File: src/rtl/conv_pass_sequencer.sv
// conv_pass_sequencer: control FSM that sequences weight-row load, input-row streaming and psum drain per input channel
// Ports: CLK/RESETN clock and sync active-low reset; start/abort with param_R/S/C/rows request or cancel a pass;
// w_valid/w_ready and i_valid/i_ready are the weight/input row handshakes; mac_done marks a psum row leaving the array;
// weight_row_wr_en/idx, stall, psum_feedback_sel, out_wr_en steer the PE array; busy/done/err report status.
module conv_pass_sequencer #(
  parameter int PE_ROWS        = 5,
  parameter int PE_COLS        = 5,
  parameter int MAC_PIPE_DEPTH = 2
) (
  input  logic        CLK,
  input  logic        RESETN,
  input  logic        start,
  input  logic        abort,
  input  logic [3:0]  param_R,
  input  logic [3:0]  param_S,
  input  logic [11:0] param_C,
  input  logic [7:0]  param_rows,
  input  logic        w_valid,
  output logic        w_ready,
  input  logic        i_valid,
  output logic        i_ready,
  input  logic        mac_done,
  output logic        weight_row_wr_en,
  output logic [2:0]  weight_row_wr_idx,
  output logic        stall,
  output logic        psum_feedback_sel,
  output logic        out_wr_en,
  output logic        busy,
  output logic        done,
  output logic        err
);
  typedef enum logic [2:0] {IDLE, LOAD_W, STREAM, DRAIN, DONE} state_t;
  localparam logic [3:0] MAX_R = 4'(PE_ROWS);
  localparam logic [3:0] MAX_S = 4'(PE_COLS);
  state_t      state_q, state_d;
  logic [3:0]  r_q, r_d, s_q, s_d;
  logic [11:0] c_q, c_d, ch_q, ch_d;
  logic [7:0]  rows_q, rows_d, icnt_q, icnt_d;
  logic [2:0]  wcnt_q, wcnt_d;
  logic [8:0]  pending_q, pending_d;
  logic        err_q, err_d;
  logic        params_ok, start_ok, w_acc, i_acc, last_w, last_i, last_ch, in_sd, drained;
  assign params_ok = param_R != 4'd0 && param_R <= MAX_R && param_S != 4'd0 && param_S <= MAX_S &&
                     param_C != 12'd0 && param_rows != 8'd0;
  assign start_ok  = state_q == IDLE && start && !abort && params_ok;
  assign w_acc     = state_q == LOAD_W && w_valid;
  assign i_acc     = state_q == STREAM && i_valid;
  assign last_w    = {1'b0, wcnt_q} == r_q - 4'd1;
  assign last_i    = icnt_q == rows_q - 8'd1;
  assign last_ch   = ch_q == c_q - 12'd1;
  assign in_sd     = state_q == STREAM || state_q == DRAIN;
  assign drained   = state_q == DRAIN && pending_q == 9'd0;
  always_ff @(posedge CLK) begin
    if (!RESETN) begin
      state_q   <= IDLE;
      r_q       <= 4'd0;
      s_q       <= 4'd0;
      c_q       <= 12'd0;
      rows_q    <= 8'd0;
      ch_q      <= 12'd0;
      wcnt_q    <= 3'd0;
      icnt_q    <= 8'd0;
      pending_q <= 9'd0;
      err_q     <= 1'b0;
    end else begin
      state_q   <= state_d;
      r_q       <= r_d;
      s_q       <= s_d;
      c_q       <= c_d;
      rows_q    <= rows_d;
      ch_q      <= ch_d;
      wcnt_q    <= wcnt_d;
      icnt_q    <= icnt_d;
      pending_q <= pending_d;
      err_q     <= err_d;
    end
  end
  always_comb begin
    state_d = state_q;
    case (state_q)
      IDLE:    state_d = start && params_ok ? LOAD_W : IDLE;
      LOAD_W:  state_d = w_acc && last_w ? STREAM : LOAD_W;
      STREAM:  state_d = i_acc && last_i ? DRAIN : STREAM;
      DRAIN:   state_d = pending_q != 9'd0 ? DRAIN : last_ch ? DONE : LOAD_W;
      default: state_d = IDLE;
    endcase
    if (abort) state_d = IDLE;
  end
  // Counter updates; abort clears everything so a later pass starts clean.
  always_comb begin
    r_d       = start_ok ? param_R : r_q;
    s_d       = start_ok ? param_S : s_q;
    c_d       = start_ok ? param_C : c_q;
    rows_d    = start_ok ? param_rows : rows_q;
    ch_d      = abort || start_ok ? 12'd0 : drained && !last_ch ? ch_q + 12'd1 : ch_q;
    wcnt_d    = abort || start_ok || (w_acc && last_w) ? 3'd0 : w_acc ? wcnt_q + 3'd1 : wcnt_q;
    icnt_d    = abort || start_ok || (w_acc && last_w) ? 8'd0 : i_acc ? icnt_q + 8'd1 : icnt_q;
    pending_d = abort ? 9'd0 :
                i_acc && !mac_done ? pending_q + 9'd1 :
                mac_done && !i_acc && pending_q != 9'd0 ? pending_q - 9'd1 : pending_q;
    // A psum row arriving with nothing outstanding means the array and sequencer disagree.
    err_d     = (state_q == IDLE && start && !abort && !params_ok) || (mac_done && pending_q == 9'd0);
  end
  // Outputs are forced to their idle values while reset is held, even before the reset edge lands.
  always_comb begin
    busy              = RESETN && state_q != IDLE;
    done              = RESETN && state_q == DONE && !abort;
    err               = RESETN && err_q;
    w_ready           = RESETN && state_q == LOAD_W;
    i_ready           = RESETN && state_q == STREAM;
    weight_row_wr_en  = w_ready && w_valid;
    weight_row_wr_idx = RESETN ? wcnt_q : 3'd0;
    stall             = !RESETN || !in_sd ? 1'b1 : state_q == STREAM && !i_valid;
    psum_feedback_sel = RESETN && in_sd && ch_q != 12'd0;
    out_wr_en         = RESETN && in_sd && last_ch && mac_done;
  end
  if (MAC_PIPE_DEPTH >= 1) begin : g_chk
    assert property (@(posedge CLK) disable iff (!RESETN) busy |-> (s_q != 4'd0 && s_q <= MAX_S));
  end
endmodule

File: config.mk
export PLATFORM = sky130hd
export DESIGN_NAME = conv_pass_sequencer
export DESIGN_NICKNAME = d
export VERILOG_FILES = /design/src/rtl/conv_pass_sequencer.sv
export SDC_FILE = /design/constraint.sdc
export NUM_CORES = 1
export LEC_CHECK = 0
export CAP_MARGIN = 20
export CORE_MARGIN = 1.5
export CORE_UTILIZATION = 50
export DETAILED_ROUTE_END_ITERATION = 8
export MAX_ROUTING_LAYER = met4
export PLACE_DENSITY_LB_ADDON = 0.08
export SETUP_SLACK_MARGIN = 0.4
export SYNTH_ARGS = -nofsm -noshare
export SYNTH_HDL_FRONTEND = slang
export SYNTH_SLANG_ARGS = --single-unit
File: constraint.sdc
create_clock -name CLK -period 3.7 [get_ports CLK]
set_input_delay 0.74 -clock CLK [delete_from_list [all_inputs] [get_ports CLK]]
set_output_delay 0.74 -clock CLK [all_outputs]
set_load 0.02 [all_outputs]
==> summary.txt <==
Clock network
  • Clock latency on the worst-skew pair: around 0.33 ns
  • CTS root buf: clkbuf_8
  • Hold buffer count at cts: 0
  • CTS Buffer Depth: 2
  • Clock tree sinks: 60
  • CTS tree: done
  • CTS buffer count: 9
  • Worst-path clk slew: 0.07 ns
  • H-tree Lvls: 3

Pwr
  • Cell-internal power: ~1400 uW
  • PwrDens: 486.5 nW/um^2
  • Net Switching: 809.2 uW
  • Peak supply drop: between 0.3 and 0.4 mV
  • Static Leak: between 0.0015 and 0.002 uW
  • Sw frac: 35.86%
  • Sequential Power Share: 33.5%
  • Combinational fraction of design power: a little over two fifths
  • Clk pwr share: 24.0%

Synth
  • Post-synth EDFFs: 0
  • Syn Inst Count: 455
  • Post-synthesis net count: 505
  • Top_reg_cell synth: dfxtp_1
  • Cell with the most instances after synthesis: dfxtp_1
  • Synthesized flop and latch total: 60
  • Mapped cell area: about 3800 sq um
  • Commonest cells in the netlist: dfxtp_1, nor2_1, mux2i_1, nor2b_1, xnor2_1
  • Yosys warns: 0
  • Syn_area_per_cell: 8.401 sq um
  • Largest cells by area after synthesis: dfxtp_1, mux2i_1, xnor2_1
  • Seq/Total Area, Yosys: 31.42%
  • Leading area contributor after synthesis: dfxtp_1
  • Share of the synthesized area in the top cell type: a little under a third
  • Asr flop ratio synth: 0%
  • Synth cell types: 56

Timing
  • Hold Vio Cnt, Final: 0
  • Worst clock skew: 0.007245 ns
  • Peak Freq: 300.5 MHz
  • Slew margin rel.: 51.49%
  • Final min period: between 3 and 4 ns
  • # setup viols final: 0
  • Fin. max-slew vios: 0
  • RSZ-0062 raised after global routing: true
  • Least-Margin Pin Slew: 0.7232 ns
  • Period utilization: 89.95%
  • Total negative slack: 0 ns

Drt
  • Wire per inst: 14.80 microns
  • Pre-antenna DRT Iters: 4
  • DRC: 0
  • Vias/cell: 5.503
  • Vias post-DR: 3335
  • Drt total wl: 8968 microns
  • Final ANT Viol Nets: 0
  • Starting DRT DRC Count: ~160

Floorplanning
  • Starting Density: 52.14%
  • Die area: 8178 sq um
  • Die Height: 90.44 microns
  • IO Count: 47
  • # rows: 31
  • Die X: 90.44 microns
  • CORE AREA: 7331 sq um

Worst hold path
  • Hold Crit Class: flip-flop to flip-flop

Worst setup path
  • Worst path max stage delay: 0.57 ns
  • Worst Setup Path Type: flip-flop to output port
  • Crit-path max FO: 5
  • Critical path launch point type: flip-flop
  • CP max-delay cell: or4_4
  • Worst path required time: 2.96 ns
  • CP Capture Type: output port
  • Cells along the critical path: inv_2, ha_4, or4b_4, xnor2_1, o32ai_1, nor2_1, or4_4, nor2_2, buf_4
  • CP Data Arrival Time: 2.59 ns

Global routing
  • GRT Overall Usage: 24.23%
  • First-pass GRT wire length: 15700 microns
  • Vias in the first global route: 3229
  • Initial antenna violation count: 0
  • Pin count of the biggest net entering global routing: 37
  • Grt ovf: 0

Cells and area
  • Ant. Diodes: 0
  • Final cell count without fillers: 606
  • Fillers: roughly 670
  • Final nets: 554
  • Share of cells above drive strength 1: 9.665%
  • Area growth from synthesis to layout: 21.34%

Place
  • # placed instances: 588
  • Final Wtd Congestion: roughly 0.84
  • Post-DP HPWL: 6695 microns
  • Port Buffers: 46

Outcome
  • Outcome: completed

Job
  • Max_cap viols: 0
[final cells by class]
cell class / instances / area (sq um) / area share [%]
multi-input cells: 354 / 2480 / 53.47
flip-flops and latches: 60 / 1204 / 25.95
repair buffers: 63 / 595.6 / 12.84
clock buffers: 12 / 165.2 / 3.561
well taps: 99 / 123.9 / 2.671
inverters: 16 / 60.06 / 1.295
clock inverters: 2 / 10.01 / 0.2158
[layer usage]
layer	vias up	routed length, microns	GRT usage, %
met2	61	4160	37.56
met4	0	104	7.804
met3	10	298	3.451
li1	1723	-	-
met5	-	0	-
met1	1541	4405	32.57
[metrics by stage]
stage | setup WS (ns) | instance area (sq um) | power, uW | utilization, % | hold slack (ns)
after global routing | 0.2479 | 4638 | 2419 | 63.27 | 0.5417
after global placement | 0.1463 | 4387 | 1705 | 59.84 | 0.4957
after detailed placement | 0.07768 | 4387 | 1714 | 59.84 | 0.4988
after floorplan | 0.4931 | 3822 | 1480 | - | 0.4744
final | 0.3718 | 4638 | 2257 | 63.27 | 0.5100
after CTS | 0.3161 | 4617 | 2262 | 62.98 | 0.5074
[worst paths after layout]
check	slack, ns	from	depth (start not counted)	to
worst max register to register	0.68	state_q[1]$_SDFF_PP0_	11	pending_q[8]$_SDFFE_PP0P_
worst max-delay path	0.37	c_q[1]$_SDFFE_PN0P_	9	out_wr_en
worst min register to register	0.51	r_q[3]$_SDFFE_PN0P_	1	r_q[3]$_SDFFE_PN0P_
worst min-delay path	0.51	r_q[3]$_SDFFE_PN0P_	1	r_q[3]$_SDFFE_PN0P_
[worst max-delay path: cells and delay by family, from the launching register on]
family	cells	cell delay [ns]
AND/OR/NAND/NOR	4	1.29
flip-flops	1	0.33
buffers and inverters	2	0.20
adder cells (fa/ha/maj)	1	0.15
XOR/XNOR	1	0.15
AO/OA/AOI/OAI	1	0.14
[sequential cells by signal, summed over array words and instances (netlist names)]
| name | cells |
|---|---|
| wcnt_q | 3 |
| r_q | 4 |
| rows_q | 8 |
| c_q | 12 |
| pending_q | 9 |
| err_q | 1 |
| icnt_q | 8 |
| ch_q | 12 |
| state_q | 3 |
[cells in the final DEF, fill, tap and decap left out, drive strengths merged, types with 20 or more instances in the layout]
| cell | n |
|---|---|
| a21oi | 20 |
| clkdlybuf4s50 | 44 |
| dfxtp | 60 |
| mux2i | 29 |
| nand2 | 23 |
| nor2 | 38 |
| nor2b | 29 |
| nor3 | 22 |
| xnor2 | 28 |
[cell families (layout without fill, tap and decap cells)]
kind of cell | after synthesis | after routing | synth area share, %
and+or+nand+nor | 186 | 186 | 26.58
adders and majority gates | 15 | 15 | 5.106
buffers and inverters | 41 | 93 | 4.648
AOI/OAI and AO/OA | 80 | 80 | 14.57
DFF | 60 | 60 | 31.42
muxes | 29 | 29 | 7.594
xor gates and xnor gates | 44 | 44 | 10.08
[power groups by stage]
stage / clock, uW / sequential (uW) / combinational (uW)
CTS: 553 / 758 / 951
global placement: 0 / 768 / 938
detailed placement: 0 / 772 / 942
global route: 589 / 767 / 1060
finish: 543 / 756 / 958
floorplan: 0 / 754 / 726
[repair_timing]
item                                    in CTS  in global routing
buffers inserted                             4                  0
pin swaps                                    4                  1
gates resized for setup                     14                  7
gates cloned                                 0                  0
endpoints found under the setup margin       2                  3
Power figures use the tool's default switching activity.
